$ cat config.mk
export PLATFORM = sky130hd
export DESIGN_NAME = seq_restoring_divider_flat
export DESIGN_NICKNAME = d
export VERILOG_FILES = /design/src/rtl/seq_restoring_divider_pkg.sv /design/src/rtl/seq_restoring_divider_if.sv /design/src/rtl/fulladd.sv /design/src/rtl/seq_restoring_divider_cond_sub_stage.sv /design/src/rtl/seq_restoring_divider.sv /design/src/flat_wrapper.sv
export SDC_FILE = /design/constraint.sdc
export NUM_CORES = 1
export LEC_CHECK = 0
export BUFFER_PORTS_ARGS = -buffer_cell sky130_fd_sc_hd__buf_2
export CAP_MARGIN = 20
export CORE_ASPECT_RATIO = 1.4
export CORE_MARGIN = 2
export CORE_UTILIZATION = 42
export DETAILED_ROUTE_END_ITERATION = 6
export MAX_ROUTING_LAYER = met4
export PLACE_DENSITY = 0.66
export SYNTH_ARGS = -nofsm -noshare
export SYNTH_HDL_FRONTEND = slang
export SYNTH_SLANG_ARGS = --single-unit
export TNS_END_PERCENT = 50
$ cat constraint.sdc
create_clock -name clk -period 2.48 [get_ports clk]
set_clock_uncertainty 0.2 [all_clocks]
set_input_delay 0.496 -clock clk [delete_from_list [all_inputs] [get_ports clk]]
set_output_delay 0.496 -clock clk [all_outputs]
set_load 0.02 [all_outputs]
$ cat src/rtl/seq_restoring_divider_pkg.sv
// Shared types and defaults for the sequential restoring divider.
// Optional early completion is enabled with DIVIDER_EARLY_DONE_EN.
package seq_restoring_divider_pkg;

  localparam int unsigned DIVIDEND_W_DEF = 8;
  localparam int unsigned DIVISOR_W_DEF  = 4;
  localparam int unsigned CNT_W_DEF      = $clog2(DIVIDEND_W_DEF);

  typedef enum logic [1:0] {
    IDLE = 2'd0,
    RUN  = 2'd1,
    DONE = 2'd2
  } state_t;

  // Counter width for an arbitrary iteration count, never narrower than one bit.
  function automatic int unsigned cnt_width(input int unsigned n);
    return (n > 1) ? $clog2(n) : 1;
  endfunction

endpackage

$ cat src/rtl/seq_restoring_divider_if.sv
// Start/busy/done handshake and operand/result bus for seq_restoring_divider.
interface seq_restoring_divider_if #(
  parameter int unsigned DIVIDEND_W = 8,
  parameter int unsigned DIVISOR_W  = 4
);
  logic                  start;
  logic [DIVIDEND_W-1:0] dividend;
  logic [DIVISOR_W-1:0]  divisor;
  logic                  busy;
  logic                  done;
  logic [DIVIDEND_W-1:0] quotient;
  logic [DIVISOR_W-1:0]  remainder;
  logic                  div_zero;

  modport master (
    output start, dividend, divisor,
    input  busy, done, quotient, remainder, div_zero
  );

  modport slave (
    input  start, dividend, divisor,
    output busy, done, quotient, remainder, div_zero
  );
endinterface

$ cat src/rtl/fulladd.sv
// One-bit full adder cell used to build ripple-carry/borrow chains.
module fulladd (
  input  logic a,
  input  logic b,
  input  logic cin,
  output logic sum,
  output logic cout
);
  assign sum  = a ^ b ^ cin;
  assign cout = (a & b) | (cin & (a ^ b));
endmodule

$ cat src/rtl/seq_restoring_divider_cond_sub_stage.sv
// One restoring-division step: trial subtract of {r_in, bit_in} minus divisor,
// keeping the difference when it does not borrow.
module cond_sub_stage #(
  parameter int unsigned W = 4
) (
  input  logic [W-1:0] r_in,
  input  logic         bit_in,
  input  logic [W-1:0] divisor,
  output logic [W-1:0] r_out,
  output logic         q_bit
);
  logic [W:0]   a;
  logic [W-1:0] b_inv;
  logic [W-1:0] diff;
  logic [W:0]   carry;

  assign a        = {r_in, bit_in};
  assign b_inv    = ~divisor;
  assign carry[0] = 1'b1;

  for (genvar i = 0; i < W; i++) begin : g_chain
    fulladd u_fa (
      .a    (a[i]),
      .b    (b_inv[i]),
      .cin  (carry[i]),
      .sum  (diff[i]),
      .cout (carry[i+1])
    );
  end

  // Top bit subtracts the zero-extension (inverted to 1), so only its carry matters.
  assign q_bit = a[W] | carry[W];
  assign r_out = q_bit ? diff : a[W-1:0];
endmodule

$ cat src/rtl/seq_restoring_divider.sv
// Sequential unsigned restoring divider, one quotient bit per clock.
// Define DIVIDER_EARLY_DONE_EN to finish in one cycle on divisor==0 or dividend<divisor.
module seq_restoring_divider
  import seq_restoring_divider_pkg::*;
#(
  parameter int unsigned DIVIDEND_W = DIVIDEND_W_DEF,
  parameter int unsigned DIVISOR_W  = DIVISOR_W_DEF
) (
  input logic                    clk,
  input logic                    rst,
  seq_restoring_divider_if.slave bus
);
  localparam int unsigned CNT_W = cnt_width(DIVIDEND_W);

  state_t                state_q, state_n;
  logic [CNT_W-1:0]      cnt_q, cnt_n;
  logic [DIVISOR_W-1:0]  r_q, r_n;
  logic [DIVIDEND_W-1:0] q_q, q_n;
  logic [DIVISOR_W-1:0]  dsr_q, dsr_n;
  logic [DIVIDEND_W-1:0] quo_q, quo_n;
  logic [DIVISOR_W-1:0]  rem_q, rem_n;
  logic                  dz_q, dz_n;
  logic [DIVISOR_W-1:0]  stage_r;
  logic                  stage_q;
`ifdef DIVIDER_EARLY_DONE_EN
  logic                  early_q, early_n;
`endif

  cond_sub_stage #(.W(DIVISOR_W)) u_stage (
    .r_in    (r_q),
    .bit_in  (q_q[DIVIDEND_W-1]),
    .divisor (dsr_q),
    .r_out   (stage_r),
    .q_bit   (stage_q)
  );

  always_ff @(posedge clk) begin
    if (rst) begin
      state_q <= IDLE;
      cnt_q   <= '0;
      r_q     <= '0;
      q_q     <= '0;
      dsr_q   <= '0;
      quo_q   <= '0;
      rem_q   <= '0;
      dz_q    <= 1'b0;
`ifdef DIVIDER_EARLY_DONE_EN
      early_q <= 1'b0;
`endif
    end else begin
      state_q <= state_n;
      cnt_q   <= cnt_n;
      r_q     <= r_n;
      q_q     <= q_n;
      dsr_q   <= dsr_n;
      quo_q   <= quo_n;
      rem_q   <= rem_n;
      dz_q    <= dz_n;
`ifdef DIVIDER_EARLY_DONE_EN
      early_q <= early_n;
`endif
    end
  end

  always_comb begin
    state_n = state_q;
    cnt_n   = cnt_q;
    r_n     = r_q;
    q_n     = q_q;
    dsr_n   = dsr_q;
    quo_n   = quo_q;
    rem_n   = rem_q;
    dz_n    = dz_q;
`ifdef DIVIDER_EARLY_DONE_EN
    early_n = early_q;
`endif
    unique case (state_q)
      IDLE, DONE: begin
        if (bus.start) begin
          dsr_n   = bus.divisor;
          r_n     = '0;
          q_n     = bus.dividend;
          cnt_n   = CNT_W'(DIVIDEND_W - 1);
          dz_n    = 1'b0;
          state_n = RUN;
`ifdef DIVIDER_EARLY_DONE_EN
          early_n = (bus.divisor == '0) ||
                    (bus.dividend < DIVIDEND_W'(bus.divisor));
`endif
        end
      end
      RUN: begin
        r_n   = stage_r;
        q_n   = {q_q[DIVIDEND_W-2:0], stage_q};
        cnt_n = cnt_q - 1'b1;
        if (cnt_q == '0) begin
          quo_n   = q_n;
          rem_n   = stage_r;
          dz_n    = (dsr_q == '0);
          state_n = DONE;
        end
`ifdef DIVIDER_EARLY_DONE_EN
        // Shortcut: q_q still holds the untouched dividend on this single RUN edge.
        if (early_q) begin
          quo_n = '0;
          if (dsr_q == '0) quo_n = '1;
          rem_n   = q_q[DIVISOR_W-1:0];
          dz_n    = (dsr_q == '0);
          state_n = DONE;
        end
`endif
      end
      default: state_n = IDLE;
    endcase
  end

  assign bus.busy      = (state_q == RUN);
  assign bus.done      = (state_q == DONE);
  assign bus.quotient  = quo_q;
  assign bus.remainder = rem_q;
  assign bus.div_zero  = dz_q;

endmodule

$ cat src/flat_wrapper.sv
// flat-port wrapper written by rule: the top's interface ports become plain ports
module seq_restoring_divider_flat import seq_restoring_divider_pkg::*;
#(
  parameter int unsigned DIVIDEND_W = DIVIDEND_W_DEF,
  parameter int unsigned DIVISOR_W  = DIVISOR_W_DEF
)
  (clk, rst, bus_start, bus_dividend, bus_divisor, bus_busy, bus_done, bus_quotient, bus_remainder, bus_div_zero);
  seq_restoring_divider_if #(.DIVIDEND_W(DIVIDEND_W), .DIVISOR_W(DIVISOR_W)) bus_i ();
  input logic clk;
  input logic rst;
  input wire logic [$bits(bus_i.start)-1:0] bus_start;
  input wire logic [$bits(bus_i.dividend)-1:0] bus_dividend;
  input wire logic [$bits(bus_i.divisor)-1:0] bus_divisor;
  output wire logic [$bits(bus_i.busy)-1:0] bus_busy;
  output wire logic [$bits(bus_i.done)-1:0] bus_done;
  output wire logic [$bits(bus_i.quotient)-1:0] bus_quotient;
  output wire logic [$bits(bus_i.remainder)-1:0] bus_remainder;
  output wire logic [$bits(bus_i.div_zero)-1:0] bus_div_zero;
  assign bus_i.start = bus_start;
  assign bus_i.dividend = bus_dividend;
  assign bus_i.divisor = bus_divisor;
  assign bus_busy = bus_i.busy;
  assign bus_done = bus_i.done;
  assign bus_quotient = bus_i.quotient;
  assign bus_remainder = bus_i.remainder;
  assign bus_div_zero = bus_i.div_zero;
  seq_restoring_divider #(.DIVIDEND_W(DIVIDEND_W), .DIVISOR_W(DIVISOR_W)) u_core (.clk(clk), .rst(rst), .bus(bus_i));
endmodule
Word-level counts from Yosys, hierarchy flattened
Index checks and enable logic that the tools add are counted.
{"block": "word_totals", "ff_bits": 34, "mem_bits_rw": 0, "output_inout_bits": 15, "wordCells": 57, "rom_bits": 0, "memories": 0, "latch_bits": 0, "in_bits": 15}
{"block": "classes", "n_shift": 0, "n_bitwise": 21, "div_mod_pow": 0, "mux": 13, "order_cmp": 0, "eq_ne": 4, "mul": 0, "n_addsub": 1, "n_reduce_logical": 10}
{"cell": "$pmux W8 S2", "n": 1}
{"cell": "$mux W4", "n": 2}
{"cell": "$mux W8", "n": 1}
{"cell": "$pmux W4 S2", "n": 1}
{"cell": "$reduce_and A2 Y1", "n": 4}
{"cell": "$and A1 B1 Y1", "n": 7}
{"cell": "$xor A1 B1 Y1", "n": 7}
{"cell": "$pmux W3 S2", "n": 1}
{"cell": "$or A1 B1 Y1", "n": 5}
{"cell": "$logic_not A4 Y1", "n": 1}
{"cell": "$mux W2", "n": 2}
{"cell": "$not A4 Y4", "n": 1}
{"cell": "$pmux W2 S2", "n": 1}
{"cell": "$logic_not A3 Y1", "n": 1}
{"cell": "$mux W3", "n": 1}
{"cell": "$reduce_and A3 Y1", "n": 1}
{"cell": "$sub A3 B1 Y3 const B", "n": 1}
{"cell": "$eq A2 B1 Y1 const B", "n": 1}
{"cell": "$eq A2 B2 Y1 const B", "n": 1}
{"cell": "$logic_not A2 Y1", "n": 1}
{"cell": "$mux W1", "n": 2}
{"cell": "$ne A2 B1 Y1 const B", "n": 1}
{"cell": "$ne A2 B2 Y1 const B", "n": 1}
{"cell": "$pmux W1 S2", "n": 1}
{"cell": "other kinds (3)", "n": 3}

Logic depth before layout (Yosys ltp)
{"block": "depth", "ltp_word": 12, "depth_mapped": 11, "depth_no_buf": 10}

Hierarchy
Synthesis repeated with hierarchy kept, for this count alone.
{"block": "hier_totals", "hier_cells": 174, "hier_area_um2": 1646.6}
{"module": "seq_restoring_divider", "area_per_inst_um2": 1487.7, "instances": 1, "seq_area_each_um2": 680.7, "cells_each": 159}
{"module": "fulladd", "area_per_inst_um2": 20.0, "instances": 4, "seq_area_each_um2": 0.0, "cells_each": 1}
{"module": "cond_sub_stage", "area_per_inst_um2": 78.8, "instances": 1, "seq_area_each_um2": 0.0, "cells_each": 11}

Worst setup path before layout
Ideal clock, no wire load.
{"block": "synth_path", "path_type": "flip-flop to flip-flop", "startpoint": "reg u_core.q_q[7]", "endpoint": "reg u_core.rem_q[3] (netlist: u_core.bus.remainder[3])", "synth_period_minus_slack_ns": 2.418, "arrival_ns": 2.131, "n_path_buf": 0, "slack_ns": 0.062, "path_stages_with_launch": 10, "cell_sequence": "dfxtp_1 inv_1 ha_1 inv_1 fa_1 fa_1 inv_1 fa_1 mux2_2 o31ai_1"}
{"block": "synth_via", "elab_chain_cells": 10}
{"item": "start, declared", "line": "seq_restoring_divider.sv:18", "source": "logic [DIVIDEND_W-1:0] q_q, q_n;"}
{"item": "start signal, assigned", "line": "seq_restoring_divider.sv:54", "source": "q_q <= q_n;"}
{"item": "$and A1 B1 Y1 or $xor A1 B1 Y1 (tied branches)", "line": "fulladd.sv:10", "source": "assign cout = (a & b) | (cin & (a ^ b));"}
{"item": "$or A1 B1 Y1 (*)", "line": "fulladd.sv:10"}
{"item": "$and A1 B1 Y1 (*)", "line": "fulladd.sv:10"}
{"item": "$or A1 B1 Y1 (*)", "line": "fulladd.sv:10"}
{"item": "$and A1 B1 Y1 (*)", "line": "fulladd.sv:10"}
{"item": "$or A1 B1 Y1 (*)", "line": "fulladd.sv:10"}
{"item": "$and A1 B1 Y1", "line": "fulladd.sv:10"}
{"item": "$or A1 B1 Y1", "line": "fulladd.sv:10"}
{"item": "$or A1 B1 Y1", "line": "seq_restoring_divider_cond_sub_stage.sv:32", "source": "assign q_bit = a[W] | carry[W];"}
{"item": "$mux W4 (*)", "line": "seq_restoring_divider_cond_sub_stage.sv:33", "source": "assign r_out = q_bit ? diff : a[W-1:0];"}
{"item": "end signal, assigned", "line": "seq_restoring_divider.sv:57", "source": "rem_q <= rem_n;"}
{"item": "end, declared", "line": "seq_restoring_divider.sv:21", "source": "logic [DIVISOR_W-1:0] rem_q, rem_n;"}
Mark *: on every way between the ends. The rest lies on a longest branch, timed or not.
A chain may end at the register's enable or synchronous reset.

Worst setup path in the final report
{"block": "layout_path", "startpoint": "reg u_core.dsr_q[0]", "endpoint": "reg u_core.r_q[3]"}
{"block": "layout_via", "elab_chain_cells": 12}
{"item": "start, declared", "line": "seq_restoring_divider.sv:19", "source": "logic [DIVISOR_W-1:0] dsr_q, dsr_n;"}
{"item": "start signal, assigned", "line": "seq_restoring_divider.sv:55", "source": "dsr_q <= dsr_n;"}
{"item": "$not A4 Y4 (*)", "line": "seq_restoring_divider_cond_sub_stage.sv:18", "source": "assign b_inv = ~divisor;"}
{"item": "$and A1 B1 Y1 or $xor A1 B1 Y1 (tied branches)", "line": "fulladd.sv:10"}
{"item": "$or A1 B1 Y1 (*)", "line": "fulladd.sv:10"}
{"item": "$and A1 B1 Y1 (*)", "line": "fulladd.sv:10"}
{"item": "$or A1 B1 Y1 (*)", "line": "fulladd.sv:10"}
{"item": "$and A1 B1 Y1 (*)", "line": "fulladd.sv:10"}
{"item": "$or A1 B1 Y1 (*)", "line": "fulladd.sv:10"}
{"item": "$and A1 B1 Y1", "line": "fulladd.sv:10"}
{"item": "$or A1 B1 Y1", "line": "fulladd.sv:10"}
{"item": "$or A1 B1 Y1", "line": "seq_restoring_divider_cond_sub_stage.sv:32"}
{"item": "$mux W4 (*)", "line": "seq_restoring_divider_cond_sub_stage.sv:33"}
{"item": "$pmux W4 S2 (*)", "line": "seq_restoring_divider.sv:77", "source": "unique case (state_q)"}
{"item": "end signal, assigned", "line": "seq_restoring_divider.sv:53", "source": "r_q <= r_n;"}
{"item": "end, declared", "line": "seq_restoring_divider.sv:17", "source": "logic [DIVISOR_W-1:0] r_q, r_n;"}
Marks and branches as above.

==> parameters.txt <==
Parameter                              Value

STA
  Total setup violations reported at the end of the flow ... 0
  Worst slew margin ... 0.568
  Final Hold Vio Count ... 0
  Final critical-path setup slack ... 58.5 ps
  Unrepaired setup endpoints after global routing ... true
  Final critical path time including I/O delays and setup ... 2420 ps
  Final count of pins violating max slew ... 0
  Fmax achieved ... 413 MHz
  Final worst path period share ... 0.976
  Transition time of the tightest slew-check pin ... 648 ps
  Worst hold slack after final layout ... 247 ps

Route
  Number of DRC violations after detailed routing ... 0
  Routed WL ... roughly 3300 um
  Count of routing violations after the opening detailed-route iteration ... 54
  Via total after detailed routing ... 1279
  Pre-antenna DRT Iters ... 4
  Routed Antenna Nets ... 0
  Number of vias per cell ... 5.37
  WL/cell ... approximately 14 um

Hold path
  Worst hold start ... bus_divisor[0]
  Hold Crit Depth ... 3
  Hold path endpoint ... u_core.dsr_q[0]
  Class of the most critical hold timing path ... in2reg

Global route
  Total Routing Usage GR ... 0.192
  Busiest layer in global routing ... met2
  Number of global-route vias before repair ... 1225
  Met3 global-route usage ... 0.0643
  First-pass GRT wire length ... 5450 um
  GR met2 Demand/Resource ... 0.307
  GR Overflow Total ... 0
  Maximum number of pins on one net before global-route repair ... 38
  Global-route track usage on met1 ... 0.217
  Number of antenna violations at the first check in global routing ... 0

Worst setup path
  Worst-path fanout max ... 3
  Capturing point of the worst reg2reg path ... u_core.r_q[3]
  Maximum cell stage delay along the critical path ... about 370 ps
  Reg-to-Reg Start ... u_core.dsr_q[0]
  Worst setup startpoint ... u_core.dsr_q[0]
  Register-to-register setup slack ... 60 ps
  Data arrival, critical path ... 2430 ps
  Depth of the worst register-to-register path ... 8
  Worst-path cell chain ... ha_4 -> inv_2 -> fa_2 -> fa_2 -> inv_2 -> fa_1 -> mux2_4 -> o21ai_0
  Kind of end point of the critical path ... flop
  Worst EP required ... 2480 ps
  Family of cells with the greatest summed delay on the critical path ... adder cells
  Crit path max-delay cell type ... dfxtp_2
  Launching element type of the critical path ... flop
  Type of the worst setup path ... reg2reg
  Number of buffers and inverters on the critical path ... 2

Finish
  Fraction of final layout cells with drive strength greater than 1 ... 0.288
  Final design utilization ... 0.532
  Register area ... 683 um2
  Antenna cells ... 0
  Final standard cell area without fillers ... 1800 um2
  Area grow syn2layout ... 20.2%
  Total Nets Final ... approximately 220
  Number of fillers in the final layout ... between 300 and 400
  Multi-input gate area ... 741 um2

Die
  Starting Density ... 0.443
  Number of top-level design ports ... 30
  Die Y-Extent ... 74.6 um
  Core area ... 3380 um2
  Horizontal extent of the die ... 54.4 um
  Number of rows in the core area ... 25
  Overall die area ... 4060 um2

Logic synthesis
  Mapped Avg Cell Area ... between 8 and 9 um2
  Nets in the synthesized netlist ... 191
  Count of distinct cell types in the synthesized netlist ... 33
  Register bit total from synthesis ... 34
  Cell Area, Synth ... 1500 um2
  Count of mapped cells out of synthesis ... 170
  Number of warnings issued by yosys ... 0
  Cell types with the largest area share after synthesis ... dfxtp_1 46%, nand2_1 8.8%, a21oi_1 5.0%, a311oi_1 4.7%, fa_1 4.0%
  Sequential fraction of the synthesis area ... 0.455
  Area share of the largest cell type after synthesis ... 0.455
  Library cell with the largest summed area after synthesis ... dfxtp_1

Clocking
  CTS tree ... done
  Number of sinks on the clock net ... 34
  Clock transition at the register clock pins on the worst setup and hold paths after CTS ... 60 ps
  H-Tree Depth ... 2
  Clock Root Buffer ... clkbuf_8
  Clk Latency, worst-skew pair ... 280 ps
  Maximum root-to-sink buffer count ... 2
  Number of buffers added by the clock tree synthesis step ... 5

Run status
  Outcome ... completed

Power
  Power density of the placed cells ... 741 nW/um2
  Leakage power figure ... 0.729 nW
  Peak supply drop ... 527 uV
  Total power ... between 1 and 1.5 mW

Placed design
  Input/output buffers ... 29
  HPWL reported at the end of detailed placement ... 2320 um
  Placer Congestion ... 0.808
  Placed instance area ... 1650 um2
  Worst setup slack after placement ... -72.7 ps

Job
  Number of max-cap violations ... 0
cells by family (layout without fill, tap and decap cells):
| logic type | count (synthesis) | after routing | synth area share |
|---|---|---|---|
| AND/OR/NAND/NOR | 66 | 66 | 0.213 |
| buffers and inverters | 23 | 51 | 0.0745 |
| adder cells (fa/ha/maj) | 6 | 6 | 0.0653 |
| multiplexers | 4 | 4 | 0.0285 |
| flip-flops | 34 | 34 | 0.455 |
| AO/OA/AOI/OAI | 37 | 37 | 0.163 |
worst reg2reg max path, cell delays in order (launching register included):
cell and delay (ps):
dfxtp_2 370, ha_4 140, inv_2 30, fa_2 350
fa_2 360, inv_2 60, fa_1 370, mux2_4 290
o21ai_0 180
flip-flops by register name, indices dropped and copies added (netlist names):
| register | flops |
|---|---|
| u_core.bus.remainder | 4 |
| u_core.cnt_q | 3 |
| u_core.bus.quotient | 8 |
| u_core.dsr_q | 4 |
| u_core.state_q | 2 |
| u_core.bus.div_zero | 1 |
| u_core.r_q | 4 |
| u_core.q_q | 8 |
metal layers:
| metal | part of all wire | vias up |
|---|---|---|
| met3 | 0.060 | 4 |
| met1 | 0.43 | 603 |
| met2 | 0.50 | 39 |
| met4 | 0.0057 | 0 |
| li1 | - | 633 |
| met5 | 0 | - |
what timing repair did:
item,CTS,global route
setup buffers,0,0
gates cloned,0,0
resized for setup,8,5
pin swaps,1,5
setup endpoints to repair,2,2
hold buffers,0,0
report_power, final:
| group | leakage [nW] | total [mW] | switching (mW) | internal (mW) |
|---|---|---|---|---|
| Clock | 0.0575 | 0.475 | 0.195 | 0.280 |
| Sequential | 0.279 | 0.617 | 0.0299 | 0.587 |
| Combinational | 0.393 | 0.240 | 0.140 | 0.0998 |
synth_stat cells:
| master | number |
|---|---|
| nand4b_1 | 3 |
| nor2_1 | 10 |
| inv_1 | 9 |
| mux2_2 | 2 |
| nand2b_2 | 1 |
| nor4_1 | 1 |
| o22ai_2 | 1 |
| inv_2 | 1 |
| buf_2 | 5 |
| mux2i_1 | 2 |
| o31ai_1 | 2 |
| clkbuf_1 | 5 |
| ha_1 | 3 |
| fa_1 | 3 |
| nor2b_1 | 1 |
| nand3b_1 | 2 |
| a311oi_1 | 8 |
| nand2_1 | 35 |
| and2b_1 | 1 |
| a22oi_1 | 1 |
| nand3_1 | 2 |
| o21ai_0 | 4 |
| o22ai_1 | 1 |
| nand2b_1 | 4 |
| or3_1 | 1 |
| buf_4 | 1 |
| dfxtp_1 | 34 |
| a211oi_1 | 5 |
| a21oi_1 | 15 |
| nand4bb_1 | 1 |
| buf_6 | 2 |
| nor3_1 | 3 |
| and4bb_2 | 1 |
worst max-delay path by stage:
stage | to | slack, ps | depth (start not counted)
after floorplan | u_core.bus.remainder[3] | 60 | 9
after global placement | u_core.bus.remainder[3] | 30 | 9
after detailed placement | u_core.bus.remainder[3] | -70 | 8
after CTS | u_core.bus.remainder[3] | 3 | 9
after global routing | u_core.bus.remainder[3] | -20 | 9
final | u_core.r_q[3] | 60 | 8
metrics by stage:
| step | cells | TNS (ps) |
|---|---|---|
| floorplan | 170 | 0 |
| global placement | 230 | 0 |
| detailed placement | 230 | -72.7 |
| CTS | 238 | 0 |
| global route | 238 | -40.4 |
| finish | 238 | 0 |
cells in the final DEF (no fill, tap or decap), types with 3 or more instances in the layout:
cell,netlist,routed
a211oi_1,5,5
a21oi_1,15,15
a311oi_1,8,8
buf_2,5,29
buf_4,1,4
clkbuf_8,0,8
dfxtp_1,34,32
inv_1,9,6
inv_2,1,4
nand2_1,35,35
nand2b_1,4,3
nand4b_1,3,3
nor2_1,10,10
nor3_1,3,3
o21ai_0,4,4
layout make-up:
type | instances | share of cell area
Multi-Input combinational cell | 113 | 0.412
Sequential cell | 34 | 0.380
Timing Repair Buffer | 33 | 0.0975
Clock buffer | 8 | 0.0613
Tap cell | 40 | 0.0279
Inverter | 10 | 0.0209
No activity file was read; power rests on OpenSTA's default activity.
